### src/rtl/iter_div.sv
// Signed 32-bit iterative restoring divider: one quotient bit per clock.
// Quotient truncates toward zero; the remainder takes the dividend's sign.
module iter_div (
    input  logic        clock,
    input  logic        reset_n,
    input  logic [31:0] data_operandA,
    input  logic [31:0] data_operandB,
    input  logic        ctrl_DIV,
    output logic [31:0] data_result,
    output logic [31:0] data_remainder,
    output logic        data_exception,
    output logic        data_resultRDY,
    output logic        busy
);

    typedef enum logic [1:0] {
        IDLE = 2'd0,
        RUN  = 2'd1,
        DONE = 2'd2
    } state_t;

    state_t      state_q, state_d;
    logic [31:0] q_q, q_d;
    logic [31:0] b_q, b_d;
    logic [31:0] r_q, r_d;
    logic [31:0] result_q, result_d;
    logic [31:0] rem_q, rem_d;
    logic [4:0]  cnt_q, cnt_d;
    logic        q_sign_q, q_sign_d;
    logic        r_sign_q, r_sign_d;
    logic        ovf_q, ovf_d;
    logic        exc_q, exc_d;

    logic [31:0] a_mag, b_mag;
    logic [32:0] r_shift, r_trial;
    logic [31:0] r_next, q_next;

    always_comb begin
        // Negation wraps, so |0x80000000| lands on unsigned 0x80000000.
        a_mag = data_operandA[31] ? (32'd0 - data_operandA) : data_operandA;
        b_mag = data_operandB[31] ? (32'd0 - data_operandB) : data_operandB;

        r_shift = {r_q, q_q[31]};
        r_trial = r_shift - {1'b0, b_q};
        if (!r_trial[32]) begin
            r_next = r_trial[31:0];
            q_next = {q_q[30:0], 1'b1};
        end else begin
            r_next = r_shift[31:0];
            q_next = {q_q[30:0], 1'b0};
        end
    end

    always_comb begin
        state_d  = state_q;
        q_d      = q_q;
        b_d      = b_q;
        r_d      = r_q;
        cnt_d    = cnt_q;
        q_sign_d = q_sign_q;
        r_sign_d = r_sign_q;
        ovf_d    = ovf_q;
        result_d = result_q;
        rem_d    = rem_q;
        exc_d    = exc_q;

        case (state_q)
            IDLE, DONE: begin
                if (ctrl_DIV) begin
                    q_d      = a_mag;
                    b_d      = b_mag;
                    r_d      = 32'd0;
                    cnt_d    = 5'd0;
                    q_sign_d = data_operandA[31] ^ data_operandB[31];
                    r_sign_d = data_operandA[31];
                    ovf_d    = (data_operandA == 32'h8000_0000) &&
                               (data_operandB == 32'hFFFF_FFFF);
                    exc_d    = 1'b0;
                    if (data_operandB == 32'd0) begin
                        state_d  = DONE;
                        result_d = 32'd0;
                        rem_d    = 32'd0;
                        exc_d    = 1'b1;
                    end else begin
                        state_d = RUN;
                    end
                end else if (state_q == DONE) begin
                    state_d = IDLE;
                end
            end
            RUN: begin
                q_d   = q_next;
                r_d   = r_next;
                cnt_d = cnt_q + 5'd1;
                if (cnt_q == 5'd31) begin
                    state_d  = DONE;
                    result_d = q_sign_q ? (32'd0 - q_next) : q_next;
                    rem_d    = r_sign_q ? (32'd0 - r_next) : r_next;
                    exc_d    = ovf_q;
                end
            end
            default: state_d = IDLE;
        endcase
    end

    always_ff @(posedge clock or negedge reset_n) begin
        if (!reset_n) begin
            state_q  <= IDLE;
            q_q      <= 32'd0;
            b_q      <= 32'd0;
            r_q      <= 32'd0;
            cnt_q    <= 5'd0;
            q_sign_q <= 1'b0;
            r_sign_q <= 1'b0;
            ovf_q    <= 1'b0;
            result_q <= 32'd0;
            rem_q    <= 32'd0;
            exc_q    <= 1'b0;
        end else begin
            state_q  <= state_d;
            q_q      <= q_d;
            b_q      <= b_d;
            r_q      <= r_d;
            cnt_q    <= cnt_d;
            q_sign_q <= q_sign_d;
            r_sign_q <= r_sign_d;
            ovf_q    <= ovf_d;
            result_q <= result_d;
            rem_q    <= rem_d;
            exc_q    <= exc_d;
        end
    end

    assign data_result    = result_q;
    assign data_remainder = rem_q;
    assign data_exception = exc_q;
    assign data_resultRDY = (state_q == DONE);
    assign busy           = (state_q == RUN);

endmodule
### config.mk
export PLATFORM = sky130hd
export DESIGN_NAME = iter_div
export DESIGN_NICKNAME = d
export VERILOG_FILES = /design/src/rtl/iter_div.sv
export SDC_FILE = /design/constraint.sdc
export NUM_CORES = 1
export LEC_CHECK = 0
export ABC_CLOCK_PERIOD_IN_PS = 4340
export BUFFER_PORTS_ARGS = -buffer_cell sky130_fd_sc_hd__buf_2
export CORE_MARGIN = 5
export CORE_UTILIZATION = 54
export CTS_CLUSTER_DIAMETER = 200
export DETAILED_ROUTE_END_ITERATION = 6
export GPL_ROUTABILITY_DRIVEN = 0
export PLACE_DENSITY = 0.77
export SKIP_LAST_GASP = 1
export SLEW_MARGIN = 20
export SYNTH_ARGS = -nofsm -noshare
export SYNTH_HDL_FRONTEND = slang
export SYNTH_SLANG_ARGS = --single-unit
### constraint.sdc
create_clock -name clock -period 4.34 [get_ports clock]
set_input_delay 0.434 -clock clock [delete_from_list [all_inputs] [get_ports clock]]
set_output_delay 0.434 -clock clock [all_outputs]
set_load 0.03 [all_outputs]
==> results of run 1 <==
-- flip-flops by register name, indices dropped and copies added, names as in the netlist --
register / cells
r_q: 32
q_q: 32
b_q: 32
q_sign_q: 1
data_remainder: 32
data_exception: 1
cnt_q: 5
r_sign_q: 1
ovf_q: 1
state_q: 2
data_result: 32
-- critical path, cell delays in order, from the launching register on --
cell,delay (ns)
dfrtp_1,0.42
ha_1,0.37
a21oi_1,0.26
o21ai_2,0.13
a211oi_2,0.41
a2111oi_4,0.16
o21a_2,0.27
nor2_8,0.10
buf_4,0.34
buf_4,0.30
mux2i_1,0.27
nand4_1,0.21
and3_1,0.27
o21bai_1,0.17
a211o_1,0.32
-- cell usage after synthesis, types with 15 or more instances --
cell	n	area [um^2]
o21ai_0	161	805.8
nor2_1	66	247.7
dfrtp_1	171	4279
nand4_1	22	137.6
inv_1	53	198.9
clkbuf_1	52	195.2
xnor2_1	45	394.1
o21ai_1	47	235.2
a21oi_1	52	260.3
o31ai_1	42	315.3
nand2_1	210	788.3
xor2_1	96	840.8
ha_1	39	488.0
mux2i_1	28	280.3
a22oi_1	32	240.2
nor4_1	15	93.84
or3_1	17	106.4
nor3_1	25	125.1
or4_1	21	157.7
-- per-stage QoR --
step / util, % / hold slack (ns) / instances
floorplan: - / 0.1384 / 1413
global placement: 59.64 / 0.4556 / 1786
detailed placement: 59.64 / 0.4641 / 1786
CTS: 62.21 / 0.1077 / 1817
global route: 62.44 / 0.1326 / 1818
finish: 62.44 / 0.03890 / 1818
-- kinds of logic after synthesis --
kind of cell	after synthesis
adders and majority gates	40
DFF	171
buffers and inverters	134
and+or+nand+nor	454
muxes	33
xor gates and xnor gates	141
AOI/OAI and AO/OA	440
-- path summary, 6_finish.rpt --
check / endpoint / from / cells after the start
max reg2reg: data_remainder[29]$_DFFE_PN0P_ / r_q[10]$_DFFE_PN0P_ / 14
max in group asynchronous: data_remainder[6]$_DFFE_PN0P_ / reset_n / 2
min in group clock: q_q[27]$_DFFE_PN0P_ / data_operandA[27] / 3
max: data_remainder[29]$_DFFE_PN0P_ / r_q[10]$_DFFE_PN0P_ / 14
min: b_q[29]$_DFFE_PN0P_ / reset_n / 1
min reg2reg: data_result[3]$_DFFE_PN0P_ / data_result[3]$_DFFE_PN0P_ / 2
-- per-layer routing --
| metal | up-vias | part of all wire [%] |
|---|---|---|
| li1 | 5316 | - |
| met1 | 5218 | 47 |
| met2 | 472 | 43 |
| met3 | 46 | 8.7 |
| met4 | 0 | 1.6 |
| met5 | - | 0 |
-- area by class of cell --
| type | count | area [um^2] | share of cell area (%) |
|---|---|---|---|
| multi-input combinational | 1108 | 7282 | 53.27 |
| sequential | 171 | 4280 | 31.31 |
| timing repair buffer | 173 | 984.7 | 7.204 |
| clock buffer | 21 | 480.5 | 3.515 |
| tap | 280 | 350.3 | 2.563 |
| inverter | 55 | 209.0 | 1.529 |
| clock inverter | 10 | 82.58 | 0.6041 |
-- repair_timing --
item	CTS	global route
setup endpoints to repair	0	15
buffers inserted	0	1
endpoints found under the hold margin	0	0
resized for setup	0	10
==> impl_metrics.tcl, run 1 <==
set metrics [dict create \
    outcome "complete, but fails checks" \
    violations "design-rule violations" \
    holdBufCountCts 0 \
    yosys.area_share.adder_pct 4.227 \
    synth_compound_area_share_pct 24.04 \
    synth_nets 1520 \
    use_met3_pct 4.504 \
    clkLatencyLatePin_ns 0.44 \
    grt_util_met1_pct 38.46 \
    first_iter_violations 1069 \
    syn_area_um2 12020 \
    crit_path_end_kind "flop" \
    rsz0062_at_grt "true" \
    grt_pass1_wl_um 53590 \
    synth-edff-count 0 \
    synthSimpleGateAreaFrac_pct 18.35 \
    synthXorXnorAreaFrac_pct 10.27 \
    use_met2_pct 37.03 \
    final_cell_mix "nand2_1, dfrtp_1, o21ai_0, buf_2, xor2_1" \
    wirelength_um 32690 \
    grt_remaining_overflow 0 \
    core_area_um2 21890 \
    hp-class "input pin to asynchronous set/reset pin" \
    dp_slack_ns 0.08087 \
    portBuffers 133 \
    diodes 0 \
    vias 11052 \
    synth_ff_type "dfrtp_1" \
    antenna_left 0 \
    synth-warning-count 0 \
    cp-start-kind "flop" \
    postSynthCellCount 1413 \
    hold_viol 0 \
    placed_area_um2 13060 \
    ys_seq_area_share_pct 35.60 \
    die_height_um 159.2 \
    final_common_cell "nand2_1" \
    fill_cells 1917 \
    setup_viol 0 \
    drc 9 \
    critPathMaxFanout 22 \
    worst_pin_slew_ns 1.011 \
    fin_area_um2 13670 \
    grt_max_degree 93 \
    die_area_um2 25340 \
    finalNetCount 1633 \
    wl_per_cell_um 17.98 \
    relSlewSlack_pct 32.59 \
    arrival_ns 4.44 \
    drtPass1Iterations 7 \
    worst-endpoint-required_ns 4.66 \
    crit_type "flop to flop" \
    grt_util_all_layers_pct 25.09 \
    period_share_pct 95.08 \
    io_pins 134 \
    grt_antenna_before_repair 0 \
    synth_top_family_by_area "compound AO/OA/AOI/OAI gates" \
    max_freq_ghz 0.2423 \
    ys_types 84 \
    drv_cap 0 \
    via_per_inst 6.079 \
    dp_hpwl_um 24770 \
    clockBufferDepth 2 \
    cts_buffers 17 \
    row_count 54 \
    drv_slew 0 \
    clk_pin_slew_ns 0.07 \
    cts_tree "done" \
    die_w_um 159.2 \
    drive_gt1_share_pct 17.69 \
    ys_seq_elements 171 \
    syn_avg_cell_area_um2 8.506 \
    area_growth_pct 13.73 \
    synthArstFlopShare_pct 100.0 \
    synth.area.mux_share_pct 2.832 \
    grt_pass1_vias 10374 \
    setup_ws_ns 0.2136 \
    htree_levels 4 \
    rrSetupSlack_ns 0.21 \
    cts_sinks 171 \
    fin_tns_setup_ns 0 \
    root_buffer "clkbuf_16" \
    fin_skew_ns 0.01276 \
    busiest_layer "met1" \
    finalCriticalPeriod_ns 4.126 \
    initial_core_util_pct 54.90 \
]
Power of run 1 is not shown: default switching activity piles up to over one toggle a cycle in this logic, so the estimate is an artifact.
==> inputs of run 2 (changes only) <==
CORE_ASPECT_RATIO = 0.6   (was default)
RECOVER_POWER = 50   (was default)
==> run 2 against run 1 <==
  * The flow finishes with violations (max-capacitance violations, max-slew violations)
  * First-iteration DRC count decreased by 0.65%
  * Routed wire length increased by 11%
  * Clock skew increased by 0.0046 ns
  * Global-route usage increased by 2.6 points
  * Hold slack improved by 0.27 ns
  * Register-to-register slack got worse by 0.09 ns
  * Via count increased by 2.0%
  * Setup slack got worse by 0.087 ns
  * Die area increased by 0.38%
==> impl_metrics.tcl, run 2 (same netlist as run 1, synthesis figures left out) <==
set metrics [dict create \
    via_per_inst 6.158 \
    crit_type "flop to flop" \
    cts_buffers 17 \
    routed.top_layer "met4" \
    htree_levels 4 \
    io_pins 134 \
    portBuffers 133 \
    clkLatencyLatePin_ns 0.44 \
    rsz0062_at_grt "false" \
    setup_viol 0 \
    clk_pin_slew_ns 0.08 \
    rrSetupSlack_ns 0.13 \
    core_area_um2 21970 \
    hp-class "input pin to flop" \
    fin_skew_ns 0.01736 \
    worst_pin_slew_ns 2.347 \
    final_common_cell "nand2_1" \
    max_freq_ghz 0.2374 \
    placed_area_um2 13130 \
    relSlewSlack_pct -56.50 \
    wl_met3_um 4874 \
    die_area_um2 25440 \
    hold_viol 0 \
    hold_start "data_operandA[27]" \
    grt_pass1_vias 10254 \
    r2r-start "r_q[18]$_DFFE_PN0P_" \
    cts_sinks 171 \
    cp-start-kind "flop" \
    finish.utilization_pct 62.37 \
    wl_per_cell_um 19.76 \
    grt_remaining_overflow 0 \
    critPathMaxFanout 22 \
    period_share_pct 97.07 \
    violations "max-capacitance violations, max-slew violations" \
    holdBufCountCts 0 \
    drc 0 \
    first_iter_violations 1062 \
    fin_tns_setup_ns 0 \
    final_cell_mix "nand2_1, dfrtp_1, o21ai_0, buf_2, xor2_1" \
    drive_gt1_share_pct 15.79 \
    wirelength_um 36190 \
    drv_cap 2 \
    seqCellArea_um2 4280 \
    vias 11276 \
    area_growth_pct 13.99 \
    fin_area_um2 13700 \
    drv_slew 174 \
    worst-endpoint-required_ns 4.71 \
    root_buffer "clkbuf_16" \
    clockBufferDepth 2 \
    grt_util_all_layers_pct 27.70 \
    whs_path_depth 3 \
    r2r_cells 14 \
    row_count 42 \
    die_w_um 202.6 \
    arrival_ns 4.58 \
    multi_input_area_um2 7277 \
    fill_cells 1938 \
    crit_path_end_kind "flop" \
    drtPass1Iterations 5 \
    reg2reg_to "data_remainder[30]$_DFFE_PN0P_" \
    grt_max_degree 93 \
    wl_met1_um 17600 \
    antenna_left 0 \
    initial_core_util_pct 54.72 \
    min_to "q_q[27]$_DFFE_PN0P_" \
    die_height_um 125.6 \
    finalCriticalPeriod_ns 4.213 \
    finalNetCount 1639 \
    dp_hpwl_um 27530 \
    wl_met2_um 13410 \
    cts_tree "done" \
    grt_pass1_wl_um 57050 \
    diodes 0 \
    grt_antenna_before_repair 0 \
    outcome "complete, but fails checks" \
]
[run 2: cell count changes in the layout (fill, tap and decap cells not counted), moves of 2 or more]
| cell | delta |
|---|---|
| buf_2 | -31 |
| buf_4 | +4 |
| clkbuf_1 | +34 |
| clkbuf_8 | -3 |
| clkinvlp_4 | -2 |
| inv_8 | +2 |
[run 2: worst max-delay path, cell delays in order (launching register included)]
cell	delay [ns]
dfrtp_1	0.58
ha_2	0.43
a21oi_1	0.24
o21ai_1	0.20
nand2b_1	0.12
nand4_1	0.19
o21a_2	0.31
nor2_8	0.11
buf_4	0.32
buf_4	0.32
mux2i_1	0.44
nand3_2	0.15
o31a_1	0.35
mux2_4	0.32
nand3_2	0.05
[run 2: repair_timing]
item | CTS | global route
gates resized for setup | 0 | 8
setup endpoints to repair | 0 | 15
setup buffers | 0 | 1
[run 2: worst max-delay path by stage]
stage	startpoint	to	slack, ns	depth (start not counted)
floorplan	q_q[31]$_DFFE_PN0P_	data_remainder[30]$_DFFE_PN0P_	-0.006	23
global placement	b_q[0]$_DFFE_PN0P_	data_remainder[30]$_DFFE_PN0P_	0.20	19
detailed placement	b_q[0]$_DFFE_PN0P_	data_remainder[30]$_DFFE_PN0P_	0.06	19
CTS	b_q[0]$_DFFE_PN0P_	data_remainder[30]$_DFFE_PN0P_	0.03	19
global route	r_q[18]$_DFFE_PN0P_	data_remainder[28]$_DFFE_PN0P_	0.0007	14
finish	r_q[18]$_DFFE_PN0P_	data_remainder[30]$_DFFE_PN0P_	0.13	14
[run 2: per-stage QoR]
step	hold WS, ns	instances	worst slack [ns]
floorplan	0.1384	1413	-0.005637
global placement	0.4555	1798	0.1978
global route	0.3261	1831	0.0006630
CTS	0.1287	1830	0.03051
finish	0.3105	1831	0.1271
detailed placement	0.4649	1798	0.05847
[run 2: metal layers]
metal  global-route usage, %  up-vias
met3                   9.705       33
met2                   33.93      602
met1                   46.01     5303
met4                   4.388        0
li1                        -     5338
met5                       0        -
[run 2: layout make-up]
| type | count | area share (%) |
|---|---|---|
| repair buffers | 179 | 7.251 |
| inverters | 55 | 1.525 |
| flip-flops and latches | 171 | 31.24 |
| multi-input cells | 1108 | 53.11 |
| clock inverters | 12 | 0.9954 |
| clock buffers | 20 | 3.260 |
| well taps | 286 | 2.612 |
Power of run 2 is left out for the same reason.
==> inputs of run 3 (changes only) <==
--- a/config.mk
+++ b/config.mk
@@ -7,2 +7,3 @@
 export LEC_CHECK = 0
+export ABC_AREA = 0
 export ABC_CLOCK_PERIOD_IN_PS = 4340
==> constraint.sdc (replaced) <==
create_clock -name clock -period 4.34 [get_ports clock]
set_input_delay 0.217 -clock clock [delete_from_list [all_inputs] [get_ports clock]]
set_output_delay 0.217 -clock clock [all_outputs]
set_load 0.03 [all_outputs]
==> run 3 against run 2 <==
  * Final cell count up 0.11%
  * Sequential share of layout area about the same
  * Clock skew down 0.0035 ns
  * Critical path type unchanged
  * Via count down 0.41%
  * Highest routed layer unchanged
  * Cell area up 0.13%
  * Flip-flop and latch count unchanged
  * Die area unchanged
  * Count of clock-buffer cells in the layout down 1
  * Non-clock buffer count up 3
  * The run still ends with max-capacitance violations, max-slew violations left
==> impl_metrics.tcl, run 3 (same netlist as run 1, synthesis figures left out) <==
set metrics [dict create \
    outcome "complete, but fails checks" \
    violations "max-capacitance violations, max-slew violations" \
    clk_pin_slew_ns 0.07 \
    worst-endpoint-required_ns 4.71 \
    drive_gt1_share_pct 14.03 \
    area_growth_pct 14.14 \
    critPathMaxFanout 8 \
    cts_sinks 171 \
    drv_slew 98 \
    hp-class "input pin to flop" \
    worst_pin_slew_ns 2.424 \
    final_common_cell "nand2_1" \
    period_share_pct 95.47 \
    fill_cells 1918 \
    clockBufferDepth 2 \
    dp_hpwl_um 27350 \
    placed_area_um2 13110 \
    antenna_left 0 \
    diodes 0 \
    die_area_um2 25440 \
    setup_viol 0 \
    crit_path_end_kind "flop" \
    wirelength_um 36100 \
    cts_tree "done" \
    portBuffers 133 \
    io_pins 134 \
    root_buffer "clkbuf_16" \
    arrival_ns 4.52 \
    via_per_inst 6.127 \
    drtPass1Iterations 7 \
    grt_max_degree 98 \
    drv_cap 1 \
    dp_slack_ns 0.1038 \
    first_iter_violations 1217 \
    wl_per_cell_um 19.69 \
    grt_pass1_vias 10073 \
    vias 11230 \
    grt_util_all_layers_pct 27.58 \
    cts_buffers 17 \
    fin_area_um2 13720 \
    core_area_um2 21970 \
    htree_levels 4 \
    final_cell_mix "nand2_1, dfrtp_1, o21ai_0, xor2_1, buf_2" \
    fin_tns_setup_ns 0 \
    clkLatencyLatePin_ns 0.44 \
    finalNetCount 1642 \
    grt_pass1_wl_um 56710 \
    finalCriticalPeriod_ns 4.143 \
    die_height_um 125.6 \
    row_count 42 \
    max_freq_ghz 0.2414 \
    drc 0 \
    grt_antenna_before_repair 0 \
    die_w_um 202.6 \
    hold_viol 0 \
    setup_ws_ns 0.1968 \
    cp-start-kind "flop" \
    initial_core_util_pct 54.72 \
    fin_skew_ns 0.01388 \
    grt_remaining_overflow 0 \
    relSlewSlack_pct -61.58 \
    crit_type "flop to flop" \
]
==> run 3: cell types whose count changed in the layout (fill, tap and decap cells not counted), moves of 3 or more <==
cell        before  now
buf_2          101   67
clkbuf_1        34   66
ha_1            35   31
buf_4           43   46
clkinvlp_4       4    1
ha_4             0    3
==> run 3: cell type report <==
cell class / count / area [um^2] / share of cell area [%]
Clock buffer: 19 / 442.9 / 3.229
Inverter: 55 / 209.0 / 1.523
Clock inverter: 12 / 136.4 / 0.9942
Sequential cell: 171 / 4280 / 31.20
Timing Repair Buffer: 182 / 967.2 / 7.050
Multi-Input combinational cell: 1108 / 7325 / 53.39
Tap cell: 286 / 357.8 / 2.609
==> run 3: timing repair <==
item                                    4_1_cts  5_1_grt
endpoints found under the hold margin        96        0
buffers inserted                              0        4
hold buffers                                  1        0
resized for setup                             0       18
endpoints found under the setup margin        0       15
==> run 3: per-layer routing <==
| layer | GRT usage [%] | part of all wire, % | vias to the layer above |
|---|---|---|---|
| li1 | - | - | 5343 |
| met1 | 46.13 | 49 | 5252 |
| met2 | 34.21 | 37 | 601 |
| met3 | 9.084 | 13 | 34 |
| met4 | 3.750 | 0.63 | 0 |
| met5 | 0 | 0 | - |
==> run 3: path summary, 6_finish.rpt <==
kind	startpoint	to	slack (ns)	cells past startpoint
max	r_q[12]$_DFFE_PN0P_	data_remainder[30]$_DFFE_PN0P_	0.20	18
max reg2reg	r_q[12]$_DFFE_PN0P_	data_remainder[30]$_DFFE_PN0P_	0.20	18
min in group asynchronous	reset_n	data_result[16]$_DFFE_PN0P_	1.01	2
max in group asynchronous	reset_n	r_sign_q$_DFFE_PN0P_	1.08	3
min	data_operandA[27]	q_q[27]$_DFFE_PN0P_	0.08	3
min reg2reg	data_remainder[1]$_DFFE_PN0P_	data_remainder[1]$_DFFE_PN0P_	0.48	2
==> run 3: through the flow <==
step	utilization [%]	cells	hold slack (ns)
after floorplan	-	1413	-0.07859
after global placement	59.69	1797	0.3629
after detailed placement	59.69	1797	0.3595
after CTS	62.38	1829	0.07772
after global routing	62.45	1833	0.09317
final	62.45	1833	0.08382
==> run 3: worst max-delay path: stages, from the launching register on <==
cell and delay, ns:
dfrtp_1 0.45, ha_1 0.43, a21oi_2 0.10, o21bai_1 0.24, a211oi_4 0.13, a2111oi_4 0.46, o21a_2 0.25, nor2_8 0.05
inv_4 0.11, nor2_1 0.06, a21oi_2 0.16, ha_2 0.22, nand3b_1 0.13, nor4_2 0.22, mux2_4 0.25, nand3_2 0.08
o31a_1 0.36, mux2_4 0.31, nand3_2 0.06
Power of run 3 is left out for the same reason.
